## config.mk

```make
export PLATFORM = sky130hd
export DESIGN_NAME = alarm_beeper
export DESIGN_NICKNAME = d
export VERILOG_FILES = /design/src/rtl/alarm_beeper.sv
export SDC_FILE = /design/constraint.sdc
export NUM_CORES = 1
export LEC_CHECK = 0
export BUFFER_PORTS_ARGS = -buffer_cell sky130_fd_sc_hd__buf_4
export CORE_MARGIN = 1
export CORE_UTILIZATION = 59
export CTS_CLUSTER_SIZE = 28
export DETAILED_ROUTE_END_ITERATION = 6
export GPL_TIMING_DRIVEN = 0
export PLACE_DENSITY_LB_ADDON = 0.3
export SLEW_MARGIN = 40
export SYNTH_ARGS = -nofsm -noshare
export SYNTH_HDL_FRONTEND = slang
export SYNTH_SLANG_ARGS = --single-unit
export TNS_END_PERCENT = 50
```

## constraint.sdc

```tcl
create_clock -name clk_i -period 6 [get_ports clk_i]
set_input_delay 0.6 -clock clk_i [delete_from_list [all_inputs] [get_ports clk_i]]
set_output_delay 0.6 -clock clk_i [all_outputs]
set_load 0.01 [all_outputs]
```

## src/rtl/alarm_beeper.sv

```systemverilog
// alarm_beeper
//   Drives a piezo buzzer while any alarm is ringing. It produces a square-wave
//   tone that is gated by an on/off beep cadence. Beeps are grouped into bursts,
//   and each burst is followed by a silent pause. The block also reports the
//   lowest-numbered ringing alarm.
//
// Ports
//   clk_i          system clock
//   rst_i          synchronous, active-high reset
//   alarm_i        per-alarm ringing levels (same clock domain)
//   mute_i         silences the buzzer; the cadence keeps running
//   buzzer_o       registered piezo drive
//   beep_active_o  registered; high while any alarm is being served
//   active_idx_o   registered index of the lowest asserted alarm; holds its
//                  value while no alarm is asserted
module alarm_beeper #(
   parameter int unsigned ALARMS_CNT      = 7,
   parameter int unsigned TONE_HALF_CYC   = 12500,
   parameter int unsigned ON_CYC          = 10000000,
   parameter int unsigned OFF_CYC         = 10000000,
   parameter int unsigned BEEPS_PER_GROUP = 4,
   parameter int unsigned PAUSE_CYC       = 40000000
) (
   input  logic                          clk_i,
   input  logic                          rst_i,
   input  logic [ALARMS_CNT-1:0]         alarm_i,
   input  logic                          mute_i,
   output logic                          buzzer_o,
   output logic                          beep_active_o,
   output logic [$clog2(ALARMS_CNT)-1:0] active_idx_o
);

   localparam int unsigned IDX_W  = $clog2(ALARMS_CNT);
   localparam int unsigned PH_MAX =
      (ON_CYC >= OFF_CYC && ON_CYC >= PAUSE_CYC) ? ON_CYC :
      (OFF_CYC >= PAUSE_CYC)                     ? OFF_CYC : PAUSE_CYC;
   localparam int unsigned PH_W = (PH_MAX > 1)          ? $clog2(PH_MAX)          : 1;
   localparam int unsigned TN_W = (TONE_HALF_CYC > 1)   ? $clog2(TONE_HALF_CYC)   : 1;
   localparam int unsigned BN_W = (BEEPS_PER_GROUP > 1) ? $clog2(BEEPS_PER_GROUP) : 1;

   localparam logic [PH_W-1:0] ON_LAST    = PH_W'(ON_CYC - 1);
   localparam logic [PH_W-1:0] OFF_LAST   = PH_W'(OFF_CYC - 1);
   localparam logic [PH_W-1:0] PAUSE_LAST = PH_W'(PAUSE_CYC - 1);
   localparam logic [TN_W-1:0] TN_LAST    = TN_W'(TONE_HALF_CYC - 1);
   localparam logic [BN_W-1:0] BN_LAST    = BN_W'(BEEPS_PER_GROUP - 1);

   typedef enum logic [1:0] {IDLE, BEEP_ON, BEEP_OFF, PAUSE} state_t;

   state_t            state_q, state_d;
   logic [PH_W-1:0]   phase_q, phase_d;
   logic [TN_W-1:0]   tone_cnt_q, tone_cnt_d;
   logic              tone_q, tone_d;
   logic [BN_W-1:0]   beep_q, beep_d;
   logic [ALARMS_CNT-1:0] alarm_q;
   logic              new_req;
   logic [IDX_W-1:0]  idx_d;
   logic              idx_found;

   // Only a rising alarm bit counts as a new request.
   assign new_req = |(alarm_i & ~alarm_q);

   always_comb begin
      state_d    = state_q;
      phase_d    = phase_q;
      tone_cnt_d = tone_cnt_q;
      tone_d     = tone_q;
      beep_d     = beep_q;
      if (alarm_i == '0) begin
         state_d    = IDLE;
         phase_d    = '0;
         tone_cnt_d = '0;
         tone_d     = 1'b0;
         beep_d     = '0;
      end else if (state_q == IDLE || new_req) begin
         // Start a fresh burst. A new request restarts it from the first beep.
         state_d    = BEEP_ON;
         phase_d    = '0;
         tone_cnt_d = '0;
         tone_d     = 1'b1;
         beep_d     = '0;
      end else begin
         case (state_q)
            BEEP_ON: begin
               if (tone_cnt_q == TN_LAST) begin
                  tone_cnt_d = '0;
                  tone_d     = ~tone_q;
               end else begin
                  tone_cnt_d = tone_cnt_q + 1'b1;
               end
               if (phase_q == ON_LAST) begin
                  phase_d    = '0;
                  tone_cnt_d = '0;
                  tone_d     = 1'b0;
                  state_d    = (beep_q == BN_LAST) ? PAUSE : BEEP_OFF;
               end else begin
                  phase_d = phase_q + 1'b1;
               end
            end
            BEEP_OFF: begin
               if (phase_q == OFF_LAST) begin
                  state_d    = BEEP_ON;
                  phase_d    = '0;
                  tone_cnt_d = '0;
                  tone_d     = 1'b1;
                  beep_d     = beep_q + 1'b1;
               end else begin
                  phase_d = phase_q + 1'b1;
               end
            end
            PAUSE: begin
               if (phase_q == PAUSE_LAST) begin
                  state_d    = BEEP_ON;
                  phase_d    = '0;
                  tone_cnt_d = '0;
                  tone_d     = 1'b1;
                  beep_d     = '0;
               end else begin
                  phase_d = phase_q + 1'b1;
               end
            end
            default: state_d = IDLE;
         endcase
      end
   end

   // Lowest set bit wins; the index holds while no alarm is asserted.
   always_comb begin
      idx_d     = active_idx_o;
      idx_found = 1'b0;
      for (int unsigned i = 0; i < ALARMS_CNT; i++) begin
         if (alarm_i[i] && !idx_found) begin
            idx_d     = IDX_W'(i);
            idx_found = 1'b1;
         end
      end
   end

   always_ff @(posedge clk_i) begin
      if (rst_i) begin
         state_q       <= IDLE;
         phase_q       <= '0;
         tone_cnt_q    <= '0;
         tone_q        <= 1'b0;
         beep_q        <= '0;
         alarm_q       <= '0;
         buzzer_o      <= 1'b0;
         beep_active_o <= 1'b0;
         active_idx_o  <= '0;
      end else begin
         state_q       <= state_d;
         phase_q       <= phase_d;
         tone_cnt_q    <= tone_cnt_d;
         tone_q        <= tone_d;
         beep_q        <= beep_d;
         alarm_q       <= alarm_i;
         // Outputs are built from next-state values, so they line up with the state they describe.
         buzzer_o      <= (state_d == BEEP_ON) & tone_d & ~mute_i;
         beep_active_o <= (state_d != IDLE);
         active_idx_o  <= idx_d;
      end
   end

endmodule
```

Word level (Yosys, flattened, before mapping)
Cells that the tools add are included.
Storage, ports and cells
  register bits after elaboration: 57
  latch bits: 0
  memory bits (writable): 0
  ROM bits: 0
  input bits: 10
  output and inout port bits: 5
  word-level logic and storage cells: 94
  memories: 0
Cells by class
  add/subtract/negate cells: 3
  multiply operators: 0
  div/mod/pow operators: 0
  order comparisons: 0
  eq/ne operators: 10
  shift-type cells: 0
  muxes and demuxes: 38
  bitwise gates (word level): 6
  reduce and logical (&&, ||, !) cells: 27
Operators by type and width (number)
  2-to-1 mux 14 bit: 4
  2-to-1 mux 26 bit: 2
  one-hot mux 26 bit (2 select lines): 1
  one-hot mux 14 bit (3 select lines): 1
  adder 26 x 1 -> 26 bit (second input constant): 1
  equality test 26 x 24 -> 1 bit (second input constant): 1
  equality test 26 bit (second input constant): 1
  2-to-1 mux 3 bit: 7
  adder 14 x 1 -> 14 bit (second input constant): 1
  equality test 14 bit (second input constant): 1
  2-to-1 mux 2 bit: 7
  2-to-1 mux 1 bit: 13
  AND 7 bit: 1
  logical NOT 7 bit: 1
  NOT 7 bit: 1
  nonzero test 7 bit: 1
  OR reduction 7 bit: 1
  equality test 2 bit (second input constant): 3
  logical AND 1 bit: 6
  logical NOT 1 bit: 6
  one-hot mux 2 bit (3 select lines): 1
  AND reduction 3 bit: 2
  nonzero test 2 bit: 3
  nonzero test 6 bit: 1
  other kinds (12): 17

Longest topological paths before layout
  word-level depth: 19
  mapped depth: 10
  mapped depth without buffers: 8

Least setup slack after synthesis
Ideal clock, no wire load.
  path kind: reg2reg
  from: register phase_q[24]
  to: register tone_cnt_q[10]
  setup time: 114 ps
  arrival: 2353 ps
  data required time: 5886 ps
  slack: 3533 ps
  cell stages (with the launch flop): 9
  buffers on the path: 2
  clock period less this slack: 2467 ps
  path through: dfxtp_1 -> or4_1 -> or4_4 -> or2_1 -> buf_6 -> a22o_4 -> o21bai_4 -> buf_6 -> nor2_1
Between the ends
  cells in the longest elaborated chain, start to end: 3
  elaborated cells between the ends (all ways): 7
  classes of those cells: eq/ne (4); mux (2); reduce/logical (1)
Ends and longest elaborated chain
  from (decl): line 50  | logic [PH_W-1:0] phase_q, phase_d;
  from (signal assigned): line 151  | phase_q <= phase_d;
  equality test 26 x 24 -> 1 bit / equality test 26 bit (equally long branches): line 90, 100, 111
  2-to-1 mux 14 bit / != test 2 bit (equally long branches)
  one-hot mux 14 bit (3 select lines) / AND reduction 3 bit (equally long branches)
  to (signal assigned): line 152  | tone_cnt_q <= tone_cnt_d;
  to (decl): line 51  | logic [TN_W-1:0] tone_cnt_q, tone_cnt_d;
Parallel ways exist; a longest one is shown, timed or not.
A chain may end at the register's enable or synchronous reset.

Worst setup path in the final report
  from: register phase_q[24]
  to: register buzzer_o
Between the ends
  cells in the longest elaborated chain, start to end: 8
  elaborated cells between the ends (all ways): 17
  classes of those cells: eq/ne (3); mux (12); bitwise (2)
Ends and longest elaborated chain
  equality test 26 bit / equality test 26 x 24 -> 1 bit (equally long branches): line 111, 90, 100
  2-to-1 mux 2 bit, on equally long branches: line 111, 100, 90
  one-hot mux 2 bit (3 select lines): line 82  | case (state_q)
  2-to-1 mux 2 bit: line 74  | end else if (state_q == IDLE || new_req) begin
  2-to-1 mux 2 bit: line 68  | if (alarm_i == '0) begin
  equality test 2 x 1 -> 1 bit: line 157  | buzzer_o <= (state_d == BEEP_ON) & tone_d & ~mute_i;
  AND 1 bit (*) (2 in series): line 157
  to (signal assigned): line 157
  to (decl): line 28  | output logic buzzer_o,
Mark *: on every way between the ends. The rest lies on a longest branch, timed or not.

==> report_table.html <==
<table>
<tr><th>Metric</th><th>Value</th></tr>
<tr><th colspan="2">Setup path</th></tr>
<tr><td>Crit Path Max Fanout</td><td>8</td></tr>
<tr><td>Crit start category</td><td>flip-flop</td></tr>
<tr><td>Data arrival time of the critical path</td><td>2930 ps</td></tr>
<tr><td>Crit path required time</td><td>roughly 6300 ps</td></tr>
<tr><td>Worst Setup End Kind</td><td>flip-flop</td></tr>
<tr><td>Type of the worst setup path</td><td>flip-flop to flip-flop</td></tr>
<tr><td>Worst reg2reg startpoint</td><td>phase_q[24]</td></tr>
<tr><td>Slack of the worst reg-to-reg path</td><td>roughly 3300 ps</td></tr>
<tr><td>Startpoint of the worst setup timing path</td><td>phase_q[24]</td></tr>
<tr><th colspan="2">Finish</th></tr>
<tr><td>Area growth from synthesis to layout</td><td>13.4%</td></tr>
<tr><td>Fillers</td><td>approximately 370</td></tr>
<tr><td>Multi-input gate area in the final layout</td><td>approximately 1600 um2</td></tr>
<tr><td>Net count of the finished layout</td><td>between 300 and 400</td></tr>
<tr><td>Total inserted antenna cells</td><td>0</td></tr>
<tr><td>FF/Latch Area</td><td>~1100 um2</td></tr>
<tr><td>Post-layout util</td><td>between 70% and 80%</td></tr>
<tr><td>Fraction of layout cells with a size suffix above 1</td><td>approximately 11%</td></tr>
<tr><th colspan="2">Detailed routing</th></tr>
<tr><td>Wirelength, routed</td><td>between 5 and 6 mm</td></tr>
<tr><td>Via density per instance</td><td>5.64</td></tr>
<tr><td>ANT nets after route</td><td>0</td></tr>
<tr><td>Starting DRC count in detailed routing</td><td>roughly 130</td></tr>
<tr><td>Total number of vias</td><td>2305</td></tr>
<tr><td>DR DRC count</td><td>0</td></tr>
<tr><td>Average detailed-routed wire length per instance</td><td>about 14 um</td></tr>
<tr><td>Detailed-router iteration count before antenna repair</td><td>6</td></tr>
<tr><th colspan="2">Timing</th></tr>
<tr><td>Highest achievable clock rate</td><td>0.374 GHz</td></tr>
<tr><td>Setup TNS</td><td>0 ps</td></tr>
<tr><td>Setup-failing EPs final</td><td>0</td></tr>
<tr><td>Final Hold Viols</td><td>0</td></tr>
<tr><td>Clock period minus worst slack</td><td>approximately 2700 ps</td></tr>
<tr><td>Portion of the clock cycle consumed by the worst path in the final layout</td><td>between 40% and 50%</td></tr>
<tr><td>Setup repair after global routing missed its margin</td><td>false</td></tr>
<tr><td>Measured slew at the worst slew-check pin</td><td>about 560 ps</td></tr>
<tr><td>Worst setup skew after layout</td><td>around 6.7 ps</td></tr>
<tr><td>Final Max Tran Viols</td><td>0</td></tr>
<tr><td>Max_slew headroom</td><td>~62%</td></tr>
<tr><th colspan="2">Yosys</th></tr>
<tr><td>Mapped Avg Cell Area</td><td>roughly 8.6 um2</td></tr>
<tr><td>Sequential fraction of the synthesis area</td><td>just over 40%</td></tr>
<tr><td>Yosys reg bits</td><td>57</td></tr>
<tr><td>Cells after synthesis</td><td>about 330</td></tr>
<tr><td>Main synth FF type</td><td>dfxtp_1</td></tr>
<tr><td>Synthesized net count</td><td>roughly 350</td></tr>
<tr><td>Synth Warn #</td><td>0</td></tr>
<tr><td>EDFF count, synth</td><td>0</td></tr>
<tr><td>Count of unique library cells instantiated by Yosys</td><td>47</td></tr>
<tr><td>Share of async-settable or async-resettable flops after synthesis</td><td>0%</td></tr>
<tr><td>Post-synthesis instance area</td><td>~2800 um2</td></tr>
<tr><th colspan="2">Hold path</th></tr>
<tr><td>Min-Delay Startpoint</td><td>mute_i</td></tr>
<tr><td>Class of the most critical hold timing path</td><td>input port to flip-flop</td></tr>
<tr><th colspan="2">Placed design</th></tr>
<tr><td>IO buf count</td><td>14</td></tr>
<tr><td>RePlAce Congestion</td><td>~0.8</td></tr>
<tr><td>Post-detailed-placement half-perimeter wirelength</td><td>roughly 3.9 mm</td></tr>
<tr><th colspan="2">Clock tree</th></tr>
<tr><td>Htree depth</td><td>3</td></tr>
<tr><td>Clock Tree Root</td><td>clkbuf_8</td></tr>
<tr><td>CTS tree</td><td>done</td></tr>
<tr><td>Inserted Clock Buffers</td><td>9</td></tr>
<tr><td>Setup Fix Bufs, Post-CTS</td><td>0</td></tr>
<tr><td>Clock transition at the registers of the reported paths</td><td>about 60 ps</td></tr>
<tr><td>Number of instances resized during post-cts repair</td><td>0</td></tr>
<tr><td>Clock latency on the worst-skew pair</td><td>340 ps</td></tr>
<tr><td>Clk sinks</td><td>57</td></tr>
<tr><td>Number of buffers on the longest clock path</td><td>2</td></tr>
<tr><td>CTS hold repair buffers</td><td>0</td></tr>
<tr><th colspan="2">Floorplan</th></tr>
<tr><td>Cell row count</td><td>24</td></tr>
<tr><td>Ports</td><td>15</td></tr>
<tr><td>Die outline area</td><td>between 5000 and 6000 um2</td></tr>
<tr><td>Initial Utilization</td><td>around 63%</td></tr>
<tr><td>Height of the die</td><td>71.1 um</td></tr>
<tr><td>Die extent in x</td><td>about 71 um</td></tr>
<tr><td>Total core area</td><td>between 4000 and 5000 um2</td></tr>
<tr><th colspan="2">Status</th></tr>
<tr><td>Outcome</td><td>finished clean</td></tr>
<tr><th colspan="2">Global route</th></tr>
<tr><td>Overall global routing resource usage</td><td>about a quarter</td></tr>
<tr><td>Maximum number of pins on one net before global-route repair</td><td>11</td></tr>
<tr><td>Number of antenna violations at the first check in global routing</td><td>0</td></tr>
<tr><td>Vias in the first global route</td><td>about 2200</td></tr>
<tr><td>First-pass GRT wire length</td><td>9.66 mm</td></tr>
<tr><td>Total grt overflow</td><td>0</td></tr>
<tr><th colspan="2">Power and ir drop</th></tr>
<tr><td>Sum of internal, switching and leakage power</td><td>approximately 800 uW</td></tr>
<tr><td>VDD IR-drop max</td><td>roughly 0.00015 V</td></tr>
<tr><td>Static Leak</td><td>1.15 nW</td></tr>
<tr><td>Power density over the cells</td><td>about 250 nW/um2</td></tr>
<tr><th colspan="2">Job</th></tr>
<tr><td>Number of max-cap violations</td><td>0</td></tr>
</table>
==> power by group <==
group          leakage, nW  switching [mW]  internal [mW]  total [mW]
sequential           0.463         0.00223          0.384       0.386
combinational        0.583          0.0155         0.0133      0.0288
clock                0.107           0.143          0.225       0.369
==> per-layer routing <==
layer  routed length (um)  vias to the layer above  GRT usage (%)  share of wire (%)
met3                  154                        6           7.26                2.8
met4                   69                        0           10.0                1.2
met1                 2720                     1085           30.3                 49
met2                 2630                       26           39.4                 47
met5                    0                        -              0                  0
li1                     -                     1188              -                  -
==> cells by family after synthesis <==
| kind of cell | Yosys count | share of synthesized area [%] |
|---|---|---|
| compound gates | 24 | 7.11 |
| xor+xnor | 39 | 12.1 |
| fa+ha+maj | 9 | 4.00 |
| buf+inv | 24 | 4.04 |
| flops | 57 | 40.5 |
| mux | 1 | 0.356 |
| simple gates | 173 | 31.8 |
==> flip-flops by register name (all words and copies together) (netlist names) <==
| register | cells |
|---|---|
| beep_q | 2 |
| phase_q | 26 |
| tone_q | 1 |
| alarm_q | 7 |
| buzzer_o | 1 |
| active_idx_o | 3 |
| state_q | 2 |
| beep_active_o | 1 |
| tone_cnt_q | 14 |
==> critical path, stage by stage (launching register included) <==
cell and delay (ps):
dfxtp_1 330, or4_1 560, or4_4 570, or2_1 260, buf_6 140, a222oi_1 480, nor3_1 120, nor4_2 140
==> cell usage after synthesis, types with 3 or more instances <==
master    count  area share (%)
and2_1        3            0.67
nor2b_1      11             2.4
nand3_1      18             3.2
o21ai_0       4            0.71
a21oi_1       4            0.71
xor2_1       29             9.0
or4_1         4             1.1
inv_1        12             1.6
ha_1          9             4.0
dfxtp_1      57              41
clkbuf_1      6            0.80
nand2_1      21             2.8
nor3_1       14             2.5
nor2_1       55             7.3
nor4_1        9             2.0
xnor2_1      10             3.1
and3_1       12             2.7
nand4_1      12             2.7
==> per-stage QoR <==
stage,hold slack (ps),cells,worst slack (ps),area (um2)
floorplan,444,327,3530,2820
global placement,458,393,3300,2990
detailed placement,466,393,3220,2990
CTS,399,409,3320,3190
global route,407,409,3220,3190
finish,415,409,3320,3190
==> layout make-up <==
cell class	instances	area share, %
flip-flops and latches	57	35.7
plain buffers	12	2.16
clock inverters	2	1.10
clock buffers	14	5.41
inverters	12	1.41
repair buffers	14	3.29
multi-input cells	246	48.9
well taps	52	2.04
==> final timing paths <==
kind | cells past startpoint | endpoint
setup / recovery | 7 | buzzer_o
hold / removal | 2 | buzzer_o
setup reg to reg | 7 | buzzer_o
hold reg to reg | 2 | tone_cnt_q[1]
==> layout by cell type, fill, tap and decap left out, types with 2 or more instances in the layout <==
cell | Yosys | layout
xnor2_1 | 10 | 10
clkbuf_8 | 0 | 12
nor2_1 | 55 | 55
inv_1 | 12 | 12
nand4_1 | 12 | 12
ha_1 | 9 | 9
buf_4 | 2 | 16
a21oi_1 | 4 | 4
clkbuf_1 | 6 | 8
or4bb_1 | 2 | 2
nor2b_1 | 11 | 11
nand2b_1 | 2 | 2
or4_1 | 4 | 4
o21ai_0 | 4 | 4
nand2_1 | 21 | 21
nor4_1 | 9 | 9
buf_6 | 2 | 2
o21bai_4 | 2 | 2
a2111oi_0 | 2 | 2
nor4bb_1 | 2 | 2
and2_1 | 3 | 3
a2bb2oi_1 | 2 | 2
dfxtp_1 | 57 | 57
nand3_1 | 18 | 18
and3_1 | 12 | 12
xor2_1 | 29 | 29
nor3_1 | 14 | 14
No activity file was read; power rests on OpenSTA's default activity.
